==> config.mk <==
export PLATFORM = sky130hd
export DESIGN_NAME = control_unit
export DESIGN_NICKNAME = d
export VERILOG_FILES = /design/src/rtl/control_unit.sv
export SDC_FILE = /design/constraint.sdc
export NUM_CORES = 1
export LEC_CHECK = 0
export BUFFER_PORTS_ARGS = -buffer_cell sky130_fd_sc_hd__buf_2
export CORE_MARGIN = 3
export CORE_UTILIZATION = 46
export DETAILED_ROUTE_END_ITERATION = 8
export GPL_ROUTABILITY_DRIVEN = 0
export GPL_TIMING_DRIVEN = 1
export PLACE_DENSITY = 0.71
export SKIP_LAST_GASP = 1
export SLEW_MARGIN = 10
export SYNTH_ARGS = -nofsm -noshare
export SYNTH_HDL_FRONTEND = slang
export SYNTH_SLANG_ARGS = --single-unit
export TNS_END_PERCENT = 50
==> constraint.sdc <==
create_clock -name clock -period 1.67 [get_ports clock]
set_input_delay 0.0835 -clock clock [delete_from_list [all_inputs] [get_ports clock]]
set_output_delay 0.0835 -clock clock [all_outputs]
set_load 0.03 [all_outputs]
==> src/rtl/control_unit.sv <==
// Multi-cycle processor control FSM: sequences fetch/decode/execute/memory/writeback
// and counts retired instructions.
module control_unit #(
    parameter int OP_CODE_LENGTH = 4,
    parameter int COUNT_WIDTH    = 16
) (
    input  logic                      clock,
    input  logic                      reset,
    input  logic [OP_CODE_LENGTH-1:0] op_code,
    input  logic                      is_alu_operation,
    input  logic                      zero_flag,
    input  logic                      mem_ready,
    output logic                      mem_req,
    output logic                      mem_write,
    output logic                      mem_addr_sel,
    output logic                      ir_load,
    output logic                      pc_increment,
    output logic                      pc_load,
    output logic                      alu_enable,
    output logic                      reg_write,
    output logic [1:0]                reg_write_sel,
    output logic                      halted,
    output logic [2:0]                state,
    output logic [COUNT_WIDTH-1:0]    retired_count
);

    typedef enum logic [2:0] {
        FETCH     = 3'd0,
        DECODE    = 3'd1,
        EXECUTE   = 3'd2,
        MEMORY    = 3'd3,
        WRITEBACK = 3'd4,
        HALT      = 3'd5
    } state_t;

    localparam logic [OP_CODE_LENGTH-1:0] OP_LOADI = OP_CODE_LENGTH'(4'b1000);
    localparam logic [OP_CODE_LENGTH-1:0] OP_LOAD  = OP_CODE_LENGTH'(4'b1001);
    localparam logic [OP_CODE_LENGTH-1:0] OP_STORE = OP_CODE_LENGTH'(4'b1010);
    localparam logic [OP_CODE_LENGTH-1:0] OP_JMP   = OP_CODE_LENGTH'(4'b1011);
    localparam logic [OP_CODE_LENGTH-1:0] OP_JZ    = OP_CODE_LENGTH'(4'b1100);
    localparam logic [OP_CODE_LENGTH-1:0] OP_HALT  = OP_CODE_LENGTH'(4'b1111);

    state_t                    state_q, state_d;
    logic [OP_CODE_LENGTH-1:0] op_q;
    logic                      retire;

    // NOTE: sequential state uses non-blocking assignments so every register
    // samples pre-edge values regardless of statement order.
    always_ff @(posedge clock) begin
        if (reset) begin
            state_q       <= FETCH;
            op_q          <= '0;
            retired_count <= '0;
        end else begin
            state_q <= state_d;
            if (state_q == DECODE) begin
                op_q <= op_code;
            end
            if (retire) begin
                retired_count <= retired_count + COUNT_WIDTH'(1);
            end
        end
    end

    // NOTE: every signal gets a default before the case so no latch is inferred.
    always_comb begin
        state_d = state_q;
        unique case (state_q)
            FETCH: begin
                if (mem_ready) state_d = DECODE;
            end
            DECODE: begin
                // Decode acts on the live opcode; op_q only becomes valid afterwards.
                if (is_alu_operation) begin
                    state_d = EXECUTE;
                end else begin
                    case (op_code)
                        OP_LOADI:         state_d = WRITEBACK;
                        OP_LOAD, OP_STORE: state_d = MEMORY;
                        OP_HALT:          state_d = HALT;
                        default:          state_d = FETCH;
                    endcase
                end
            end
            EXECUTE:   state_d = WRITEBACK;
            MEMORY: begin
                if (mem_ready) state_d = (op_q == OP_STORE) ? FETCH : WRITEBACK;
            end
            WRITEBACK: state_d = FETCH;
            HALT:      state_d = HALT;
            default:   state_d = FETCH;
        endcase

        retire = ((state_d == FETCH) &&
                  (state_q == DECODE || state_q == MEMORY || state_q == WRITEBACK)) ||
                 ((state_d == HALT) && (state_q != HALT));
    end

    always_comb begin
        mem_req       = 1'b0;
        mem_write     = 1'b0;
        mem_addr_sel  = 1'b0;
        ir_load       = 1'b0;
        pc_increment  = 1'b0;
        pc_load       = 1'b0;
        alu_enable    = 1'b0;
        reg_write     = 1'b0;
        reg_write_sel = 2'b00;
        halted        = 1'b0;
        // Outputs are forced quiet while reset is held, even mid-access.
        if (!reset) begin
            unique case (state_q)
                FETCH: begin
                    mem_req = 1'b1;
                    if (mem_ready) begin
                        ir_load      = 1'b1;
                        pc_increment = 1'b1;
                    end
                end
                DECODE: begin
                    if (!is_alu_operation) begin
                        if (op_code == OP_JMP) pc_load = 1'b1;
                        if (op_code == OP_JZ)  pc_load = zero_flag;
                    end
                end
                EXECUTE: alu_enable = 1'b1;
                MEMORY: begin
                    mem_req      = 1'b1;
                    mem_addr_sel = 1'b1;
                    mem_write    = (op_q == OP_STORE);
                end
                WRITEBACK: begin
                    reg_write = 1'b1;
                    if (op_q == OP_LOADI)     reg_write_sel = 2'b01;
                    else if (op_q == OP_LOAD) reg_write_sel = 2'b10;
                end
                HALT:    halted = 1'b1;
                default: ;
            endcase
        end
    end

    assign state = state_q;

endmodule

==> results of run 1 <==
==> Yosys cell counts (3+ instances only) <==
cell	count	share of area, %
sky130_fd_sc_hd__buf_6	7	5.7
sky130_fd_sc_hd__o21ai_1	15	5.5
sky130_fd_sc_hd__nor2b_1	3	1.4
sky130_fd_sc_hd__nand2b_1	3	1.4
sky130_fd_sc_hd__nand3_1	9	3.3
sky130_fd_sc_hd__a21oi_1	19	6.9
sky130_fd_sc_hd__or3_1	15	6.8
sky130_fd_sc_hd__nor3_1	3	1.1
sky130_fd_sc_hd__nand4_1	3	1.4
sky130_fd_sc_hd__nor2_1	9	2.5
sky130_fd_sc_hd__nor4_1	3	1.4
sky130_fd_sc_hd__clkbuf_1	5	1.4
sky130_fd_sc_hd__o21ai_0	4	1.5
sky130_fd_sc_hd__nand2_1	16	4.4
sky130_fd_sc_hd__inv_1	6	1.6
sky130_fd_sc_hd__and3_1	4	1.8
sky130_fd_sc_hd__dfxtp_1	23	34
==> cell families after synthesis <==
group           share of synthesized area, %
compound gates                          20.8
simple gates                            31.8
flops                                   33.6
buf+inv                                 10.2
fa+ha+maj                              0.912
xor+xnor                                1.92
mux                                    0.730
==> state kept, by name, indices dropped and copies added, names as in the netlist <==
name / flops
op_q: 4
retired_count: 16
state: 3
==> worst paths after layout <==
check                           startpoint                to  slack [ns]  depth (start not counted)
worst max-delay path              state[2]  retired_count[3]       -0.24                          8
worst min-delay path            op_code[3]           op_q[3]        0.03                          3
worst max register to register    state[2]  retired_count[3]       -0.24                          8
worst min register to register     op_q[2]           op_q[2]        0.51                          2
==> power by group through the flow <==
stage	clock, mW	sequential [mW]	combinational, mW
after floorplan	0	0.617	0.207
after global placement	0	0.593	0.294
after detailed placement	0	0.595	0.299
after CTS	0.259	0.581	0.317
after global routing	0.278	0.585	0.379
final	0.259	0.582	0.354
==> stage by stage <==
step	cells	TNS [ns]	instance area (µm²)	power [mW]
5_1_grt	268	-5.47	1930	1.24
4_1_cts	267	-2.88	1850	1.16
2_1_floorplan	174	-3.06	1420	0.824
6_report	268	-3.63	1930	1.19
3_5_place_dp	257	-1.82	1750	0.894
3_3_place_gp	257	-1.05	1750	0.887
==> layout make-up <==
class / instances / area [µm²]
multi-input combinational: 130 / 881
fill: 225 / 876
timing repair buffer: 74 / 484
sequential: 23 / 477
tap: 31 / 38.8
clock buffer: 4 / 26.3
inverter: 6 / 22.5
==> what timing repair did <==
| action | 4_1_cts | 5_1_grt |
|---|---|---|
| cloned | 0 | 1 |
| gates resized for setup | 7 | 16 |
| setup buffers | 6 | 0 |
| pin swaps | 3 | 7 |
| setup endpoints to repair | 19 | 25 |
| hold buffers | 0 | 0 |
==> per-layer routing <==
| layer | wire [µm] | share of wire, % | vias to the layer above | track usage [%] |
|---|---|---|---|---|
| met2 | 1690 | 47 | 55 | 30.5 |
| li1 | - | - | 751 | - |
| met4 | 29 | 0.80 | 0 | 3.10 |
| met1 | 1690 | 47 | 687 | 28.0 |
| met3 | 211 | 5.8 | 4 | 4.68 |
| met5 | 0 | 0 | - | 0 |
==> worst min-delay path, delay by kind of cell <==
family,cells,cell delay (ns)
AOI/OAI and AO/OA,1,0.05
and+or+nand+nor,1,0.05
buffers and inverters,1,0.11
==> metrics.md, run 1 <==
| Metric | Value |
|---|---|
| TritonCTS clock tree | done |
| Max IR drop VDD | between 0.5 and 0.6 mV |
| Number of buffers inserted during clock tree synthesis | 3 |
| Startpoint type of the worst setup path | flop |
| Net count after synthesis | about 180 |
| Register bit total from synthesis | 23 |
| Layout Area Growth over Synthesis | 40.7% |
| Part of the total power dissipated in combinational logic | 29.6% |
| Setup repair after global routing missed its margin | true |
| Buffers added on ports | 38 |
| Part of the power in registers | between 40% and 50% |
| Pin count of the biggest net entering global routing | 28 |
| Power density over the cells | between 600 and 700 nW/µm² |
| Most frequent cells in the layout | 36 x sky130_fd_sc_hd__buf_2, 33 x sky130_fd_sc_hd__buf_4, 16 x sky130_fd_sc_hd__nand2_1 |
| Net count of the finished layout | ~250 |
| Violations in the final reports | setup timing |
| Worst setup EP type | flop |
| Total GRT Usage | about a fifth |
| Proportion of synthesized chip area in sequential cells | 33.6% |
| Max-slew violations | 0 |
| Required time of the critical path | between 1.5 and 2 ns |
| Cell repeated most along the worst path | sky130_fd_sc_hd__buf_4 |
| Syn Std Cell Area | between 1000 and 1500 µm² |
| Total of warnings raised by yosys | 0 |
| Via count of the first global-routing pass | 1284 |
| Fraction of registers with async set/reset | 0% |
| Count of buffering cells on the critical path with inverters included | 3 |
| Largest buffer count on any clock path | 2 |
| Arrival time worst endpoint | around 2.2 ns |
| Type of the most critical hold path | in2reg |
| Final worst path period need | ~1.9 ns |
| Worst-path fanout max | 6 |
| Distinct cells, synth | 41 |
| # rows | 19 |
| Clk Latency, worst-skew pair | approximately 0.31 ns |
| CP delay by family, top | compound AO/OA/AOI/OAI gates |
| Number of violations of the max-capacitance limit | 0 |
| Congestion Overflow GR | 0 |
| Wire length of the first global-routing pass | approximately 5600 µm |
| Hold Vio Cnt, Final | 0 |
| Slowest cell delay on critical path | roughly 0.36 ns |
| Average wire per standard cell | around 14 µm |
| Average vias per placed instance | 5.59 |
| Number of nets still failing antenna checks after routing | 0 |
| Actual slew at the worst max-slew pin | between 0.3 and 0.4 ns |
| Most frequently used flop master after synthesis | sky130_fd_sc_hd__dfxtp_1 |
| Top-Level Pins | 39 |
| # DRC | 0 |
| Layout Skew | between 0.01 and 0.015 ns |
| Die outline width | 60.6 µm |
| Core Area | about 2800 µm² |
| Leakage | slightly above 0.8 nW |
| CP max-delay cell | sky130_fd_sc_hd__dfxtp_2 |
| Util after Layout | about 69% |
| Series of cell instances along the critical path | buf_6 -> buf_4 -> nor2b_1 -> a22o_1 -> a32oi_4 -> buf_4 -> or3_4 -> a21oi_2 |
| Clock transition at the registers of the reported paths | between 0.1 and 0.15 ns |
| H-tree depth | 1 |
| Final worst path period share | 114% |
| Via count | 1497 |
| Hold slack final | 0.0321 ns |
| Internal power | approximately 0.81 mW |
| TritonCTS Sinks | 23 |
| Clock share of power | between 20% and 30% |
| Outcome | finished, violations left |
| Antenna violations before repair | 0 |
| Post-synth EDFFs | 0 |
| Proportion of layout cells with a drive suffix above 1 | a little under half |
| Worst Setup Slack, final | -0.241 ns |
| Number of iterations in the first detailed-routing pass | 4 |
| Switching power total | around 0.38 mW |
| Clk root buf | sky130_fd_sc_hd__clkbuf_4 |
| Mean instance size in the synthesized netlist | 7.88 µm² |
| Final setup violation count | 24 |
| Gate Count Post-Synth | around 170 |
| Start-to-end type of the worst setup path | reg2reg |
| Half-perimeter wire length of the detailed placement result | 2610 µm |
| Initial standard-cell utilization of the core | ~50% |
| Top achievable clock speed | about 520 MHz |
| Die ar. | 3670 µm² |
| Dpl ws | -0.158 ns |
| Die outline height | around 60 µm |
| Worst slew margin relative to its limit | 78.9% |
| Antenna diode instance count | 0 |
| Most frequent standard cell in the layout excluding fill and tap cells | sky130_fd_sc_hd__buf_2 |
| Switching share of power | a little under a third |
| Number of design-rule violations left by the first detailed-router iteration | slightly above 90 |
| Total wire length after detailed routing | approximately 3600 µm |
Note: power is estimated with default switching activity, not from simulation.
==> inputs of run 2 (changes only) <==
- MAX_ROUTING_LAYER: unset -> met4
==> metrics.md, run 2 (synthesis results as in run 1) <==
| Metric | Value |
|---|---|
| Violations in the final reports | setup timing |
| Total wire length after detailed routing | ~3600 µm |
| Final worst path period need | ~1.9 ns |
| Clk root buf | sky130_fd_sc_hd__clkbuf_4 |
| # rows | 19 |
| Actual slew at the worst max-slew pin | between 0.3 and 0.4 ns |
| Number of nets still failing antenna checks after routing | 0 |
| Via count | between 1000 and 1500 |
| FF-to-FF path depth | 8 |
| Core Area | between 2000 and 3000 µm² |
| Layout Cell Area excl Fill | roughly 1900 µm² |
| Die outline height | approximately 60 µm |
| Antenna diode instance count | 0 |
| Final worst path period share | 115% |
| TritonCTS Sinks | 23 |
| TritonCTS clock tree | done |
| Max IR drop VDD | 0.596 mV |
| Most frequent cells in the layout | 36 x sky130_fd_sc_hd__buf_2, 33 x sky130_fd_sc_hd__buf_4, 16 x sky130_fd_sc_hd__nand2_1 |
| Die outline width | slightly above 60 µm |
| Startpoint type of the worst setup path | flop |
| # DRC | 0 |
| Cell repeated most along the worst path | sky130_fd_sc_hd__buf_4 |
| Wire length of the first global-routing pass | 5580 µm |
| Required time of the critical path | ~1.9 ns |
| Worst-path fanout max | 6 |
| Congestion Overflow GR | 0 |
| Worst setup EP type | flop |
| Max FFs per register | 16 |
| Non-filler instance count after layout | between 200 and 300 |
| Number of buffers inserted during clock tree synthesis | 3 |
| Hold_buf cts | 0 |
| Die ar. | 3670 µm² |
| Number of iterations in the first detailed-routing pass | 4 |
| Average vias per placed instance | about 5.6 |
| Setup repair after global routing missed its margin | true |
| Layout Area Growth over Synthesis | 40.7% |
| Series of cell instances along the critical path | buf_6 -> buf_4 -> nor2b_1 -> a22o_1 -> a32oi_4 -> buf_4 -> or3_4 -> a21oi_2 |
| Type of the most critical hold path | in2reg |
| Power density over the cells | roughly 620 nW/µm² |
| Clk Latency, worst-skew pair | 0.31 ns |
| Worst Setup Slack, final | -0.243 ns |
| Outcome | finished, violations left |
| R2r setup slk | -0.24 ns |
| Cells after DPL | 257 |
| Max-slew violations | 0 |
| Final setup violation count | 24 |
| Number of violations of the max-capacitance limit | 0 |
| Top-Level Pins | 39 |
| Worst Hold Path Cells | 3 |
| Pin count of the biggest net entering global routing | 28 |
| Worst slew margin relative to its limit | 79.0% |
| Post-DP Area | between 1500 and 2000 µm² |
| H-tree depth | 1 |
| Slowest cell delay on critical path | around 0.36 ns |
| Average wire per standard cell | 13.5 µm |
| Layout Skew | roughly 0.010 ns |
| TNS Setup | -3.62 ns |
| Start-to-end type of the worst setup path | reg2reg |
| Final Power | 1.19 mW |
| CP max-delay cell | sky130_fd_sc_hd__dfxtp_2 |
| Top achievable clock speed | around 520 MHz |
| Net count of the finished layout | around 250 |
| Total GRT Usage | between 20% and 30% |
| Proportion of layout cells with a drive suffix above 1 | between 40 and 50% |
| Half-perimeter wire length of the detailed placement result | approximately 2600 µm |
| Clock transition at the registers of the reported paths | ~0.13 ns |
| Buffers added on ports | 38 |
| Layout fillers | approximately 230 |
| Via count of the first global-routing pass | approximately 1300 |
| Register with the most flip-flops | retired_count |
| Initial standard-cell utilization of the core | about half |
| Leakage | ~0.8 nW |
| Most frequent standard cell in the layout excluding fill and tap cells | sky130_fd_sc_hd__buf_2 |
| Antenna violations before repair | 0 |
| Arrival time worst endpoint | roughly 2.2 ns |
| Number of design-rule violations left by the first detailed-router iteration | 110 |
| Hold Vio Cnt, Final | 0 |
| Largest buffer count on any clock path | 2 |
[run 2: final timing paths]
| kind | from | end |
|---|---|---|
| setup / recovery | state[2] | retired_count[3] |
| hold / removal | op_code[3] | op_q[3] |
| setup reg to reg | state[2] | retired_count[3] |
| hold reg to reg | op_q[2] | op_q[2] |
[run 2: repair_timing]
| action | CTS | global route |
|---|---|---|
| endpoints found under the setup margin | 19 | 25 |
| resized for setup | 7 | 16 |
| gates cloned | 0 | 1 |
| pin swaps | 3 | 7 |
| buffers inserted | 6 | 0 |
[run 2: power breakdown]
group	total [mW]	internal [mW]	switching (mW)
clock network	0.259	0.0932	0.165
registers	0.582	0.566	0.0160
logic	0.355	0.154	0.200
total	1.19	0.813	0.382
[run 2: layer usage]
| layer | vias up | wire (µm) | GRT usage [%] |
|---|---|---|---|
| li1 | 752 | - | - |
| met4 | 0 | 29 | 3.10 |
| met3 | 4 | 229 | 4.68 |
| met5 | - | 0 | - |
| met1 | 683 | 1690 | 27.8 |
| met2 | 55 | 1680 | 30.8 |
[run 2: final cells by class]
cell class | instances | area [µm²] | share of cell area [%]
multi-input combinational | 130 | 881 | 45.7
inverter | 6 | 22.5 | 1.17
tap | 31 | 38.8 | 2.01
timing repair buffer | 74 | 484 | 25.1
sequential | 23 | 477 | 24.7
clock buffer | 4 | 26.3 | 1.36
[run 2: stage by stage]
stage / setup WS (ns) / hold slack, ns / util, %
2_1_floorplan: -0.201 / 0.220 / -
3_3_place_gp: -0.0897 / 0.352 / 62.4
3_5_place_dp: -0.158 / 0.358 / 62.4
4_1_cts: -0.189 / 0.0258 / 65.8
5_1_grt: -0.311 / 0.0346 / 68.8
6_report: -0.243 / 0.0319 / 68.8
[run 2: worst max-delay path, delay by kind of cell (launching register included)]
family,cells,cell delay (ns)
compound gates,3,0.52
buf+inv,3,0.44
flops,1,0.36
simple gates,2,0.51
==> inputs of run 3 (changes only) <==
- ABC_AREA: unset -> 1
- CORE_UTILIZATION: 46 -> 47
==> metrics.md, run 3 <==
| Metric | Value |
|---|---|
| TritonCTS clock tree | done |
| Final setup violation count | 0 |
| Layout Area Growth over Synthesis | 27.4% |
| Cells after DPL | 308 |
| Number of iterations in the first detailed-routing pass | 4 |
| Pin count of the biggest net entering global routing | 30 |
| Max-slew violations | 0 |
| Mean instance size in the synthesized netlist | 6.64 µm² |
| Leakage | ~0.85 nW |
| Synth cell count leaders | 51 x sky130_fd_sc_hd__nand2_1, 27 x sky130_fd_sc_hd__nor2_1, 23 x sky130_fd_sc_hd__dfxtp_1, 22 x sky130_fd_sc_hd__inv_1, 21 x sky130_fd_sc_hd__a21oi_1 |
| Post-DP Area | approximately 1800 µm² |
| Most frequent standard cell in the layout excluding fill and tap cells | sky130_fd_sc_hd__nand2_1 |
| Setup repair after global routing missed its margin | true |
| Net count after synthesis | ~240 |
| Number of design-rule violations left by the first detailed-router iteration | approximately 130 |
| Hold slack final | roughly 0.055 ns |
| Clk Latency, worst-skew pair | 0.33 ns |
| Via count of the first global-routing pass | ~1400 |
| Register bit total from synthesis | 23 |
| FF-to-FF path depth | 10 |
| Number of violations of the max-capacitance limit | 0 |
| Final worst path period share | about 95% |
| Number of cells on the critical path | 5 |
| Arrival time worst endpoint | approximately 1.5 ns |
| Antenna diode instance count | 0 |
| Gate Count Post-Synth | approximately 230 |
| Number of nets still failing antenna checks after routing | 0 |
| Congestion Overflow GR | 0 |
| Die outline width | between 60 and 70 µm |
| Wire length of the first global-routing pass | 6580 µm |
| Buffers added on ports | 38 |
| Count of buffering cells on the critical path with inverters included | 2 |
| Core Area | approximately 2900 µm² |
| Proportion of layout cells with a drive suffix above 1 | 30.5% |
| # rows | 19 |
| Via count | ~1700 |
| Die outline height | approximately 62 µm |
| Layout Skew | 0.0127 ns |
| Post-synth top area share | between 30% and 40% |
| Most frequently used flop master after synthesis | sky130_fd_sc_hd__dfxtp_1 |
| Worst-path fanout max | 5 |
| Number of buffers inserted during clock tree synthesis | 3 |
| Average wire per standard cell | 12.8 µm |
| Average vias per placed instance | about 5.3 |
| Clk root buf | sky130_fd_sc_hd__clkbuf_4 |
| Worst slew margin relative to its limit | between 60% and 70% |
| Proportion of synthesized chip area in sequential cells | a little under a third |
| Hold_buf cts | 0 |
| Type of the most critical hold path | in2reg |
| Post-synth EDFFs | 0 |
| Largest buffer count on any clock path | 2 |
| Distinct cells, synth | 27 |
| Initial standard-cell utilization of the core | between 50 and 60% |
| Antenna violations before repair | 0 |
| Top-Level Pins | 39 |
| Slowest cell delay on critical path | 0.39 ns |
| Non-filler instance count after layout | 317 |
| Required time of the critical path | between 1.5 and 2 ns |
| Layout Cell Area excl Fill | 1900 µm² |
| Max FFs per register | 16 |
| CP delay by family, top | simple AND/OR/NAND/NOR gates |
| Max IR drop VDD | 0.415 mV |
| Final Power | around 1.2 mW |
| Worst setup EP type | primary output |
| Half-perimeter wire length of the detailed placement result | around 2800 µm |
| Top achievable clock speed | approximately 630 MHz |
| Final worst path period need | roughly 1.6 ns |
| Leading post-synthesis cells by cell area | sky130_fd_sc_hd__dfxtp_1 31%, sky130_fd_sc_hd__nand2_1 13%, sky130_fd_sc_hd__nand4_1 7.5% |
| Leading area contributor after synthesis | sky130_fd_sc_hd__dfxtp_1 |
| CP max-delay cell | sky130_fd_sc_hd__dfxtp_4 |
| Total of warnings raised by yosys | 0 |
| H-tree depth | 1 |
| Hold Vio Cnt, Final | 0 |
| Actual slew at the worst max-slew pin | ~0.55 ns |
| Outcome | complete, no violations |
| Fraction of registers with async set/reset | 0% |
| Startpoint type of the worst setup path | flop |
| Library cell with the highest instance count after synthesis | sky130_fd_sc_hd__nand2_1 |
| Clock transition at the registers of the reported paths | 0.13 ns |
| TritonCTS Sinks | 23 |
| Total GRT Usage | roughly 21% |
| Syn Std Cell Area | around 1500 µm² |
| Series of cell instances along the critical path | nor2_2 -> nand2_1 -> buf_4 -> nor3_1 -> buf_2 |
| Start-to-end type of the worst setup path | reg2out |
| Most frequent cells in the layout | 49 x sky130_fd_sc_hd__nand2_1, 38 x sky130_fd_sc_hd__buf_2, 23 x sky130_fd_sc_hd__nor2_1 |
| Worst Hold Path Cells | 3 |
| Total wire length after detailed routing | 4050 µm |
| Power density over the cells | 623 nW/µm² |
| Die ar. | 3890 µm² |
| # DRC | 0 |
| Register with the most flip-flops | retired_count |
| Net count of the finished layout | 286 |
==> run 3: cell count changes after synthesis, moves of 15 or more <==
cell and delta:
sky130_fd_sc_hd__nor2_1 +18, sky130_fd_sc_hd__or3_1 -15, sky130_fd_sc_hd__nand2_1 +35, sky130_fd_sc_hd__o21ai_1 -15, sky130_fd_sc_hd__nand4_1 +15, sky130_fd_sc_hd__inv_1 +16
==> run 3: cell type report <==
cell class	count	area, µm²
fillers	268	997
multi-input cells	170	951
flip-flops and latches	23	473
repair buffers	51	292
inverters	27	109
well taps	42	52.6
clock buffers	4	26.3
==> run 3: power by group <==
part,leakage [nW],internal [mW],switching [mW]
Clock,0.0150,0.0938,0.176
Sequential,0.189,0.565,0.0181
Combinational,0.644,0.106,0.226
==> run 3: logic make-up (layout without fill, tap and decap cells) <==
kind of cell	count (synthesis)	in the layout	synth area share, %
simple gates	126	129	40.6
buf+inv	35	82	10.3
compound gates	29	29	11.0
xor+xnor	11	11	6.45
flops	23	23	30.8
fa+ha+maj	1	1	0.837
==> run 3: what timing repair did <==
| action | in CTS | in global routing |
|---|---|---|
| endpoints found under the setup margin | 0 | 19 |
| gates resized for setup | 0 | 18 |
| setup buffers | 0 | 2 |
==> run 3: path summary, 6_finish.rpt <==
check	slack, ns	to	startpoint
max reg2reg	0.09	retired_count[1]	state[0]
max	0.08	reg_write_sel[0]	state[1]
min	0.05	op_q[2]	op_code[2]
min reg2reg	0.49	retired_count[14]	retired_count[14]
==> run 3: through the flow <==
step	worst slack (ns)	util, %	setup TNS [ns]
floorplan	0.0609	-	0
global placement	0.0645	61.3	0
detailed placement	0.0650	61.3	0
CTS	0.0236	62.2	0
global route	-0.0212	65.6	-0.0640
finish	0.0794	65.6	0
==> run 3: tightest hold or removal path, delay by kind of cell <==
family                 cells  cell delay [ns]
buffers and inverters      1             0.12
AO/OA/AOI/OAI              1             0.06
AND/OR/NAND/NOR            1             0.08
==> run 3: layer usage <==
metal  track usage (%)  vias to the layer above  wire, µm
li1                  -                      853         -
met1              29.9                      759      1970
met2              30.0                       56      1750
met3              4.32                        7       267
met4              4.13                        0        60
met5                 -                        -         0
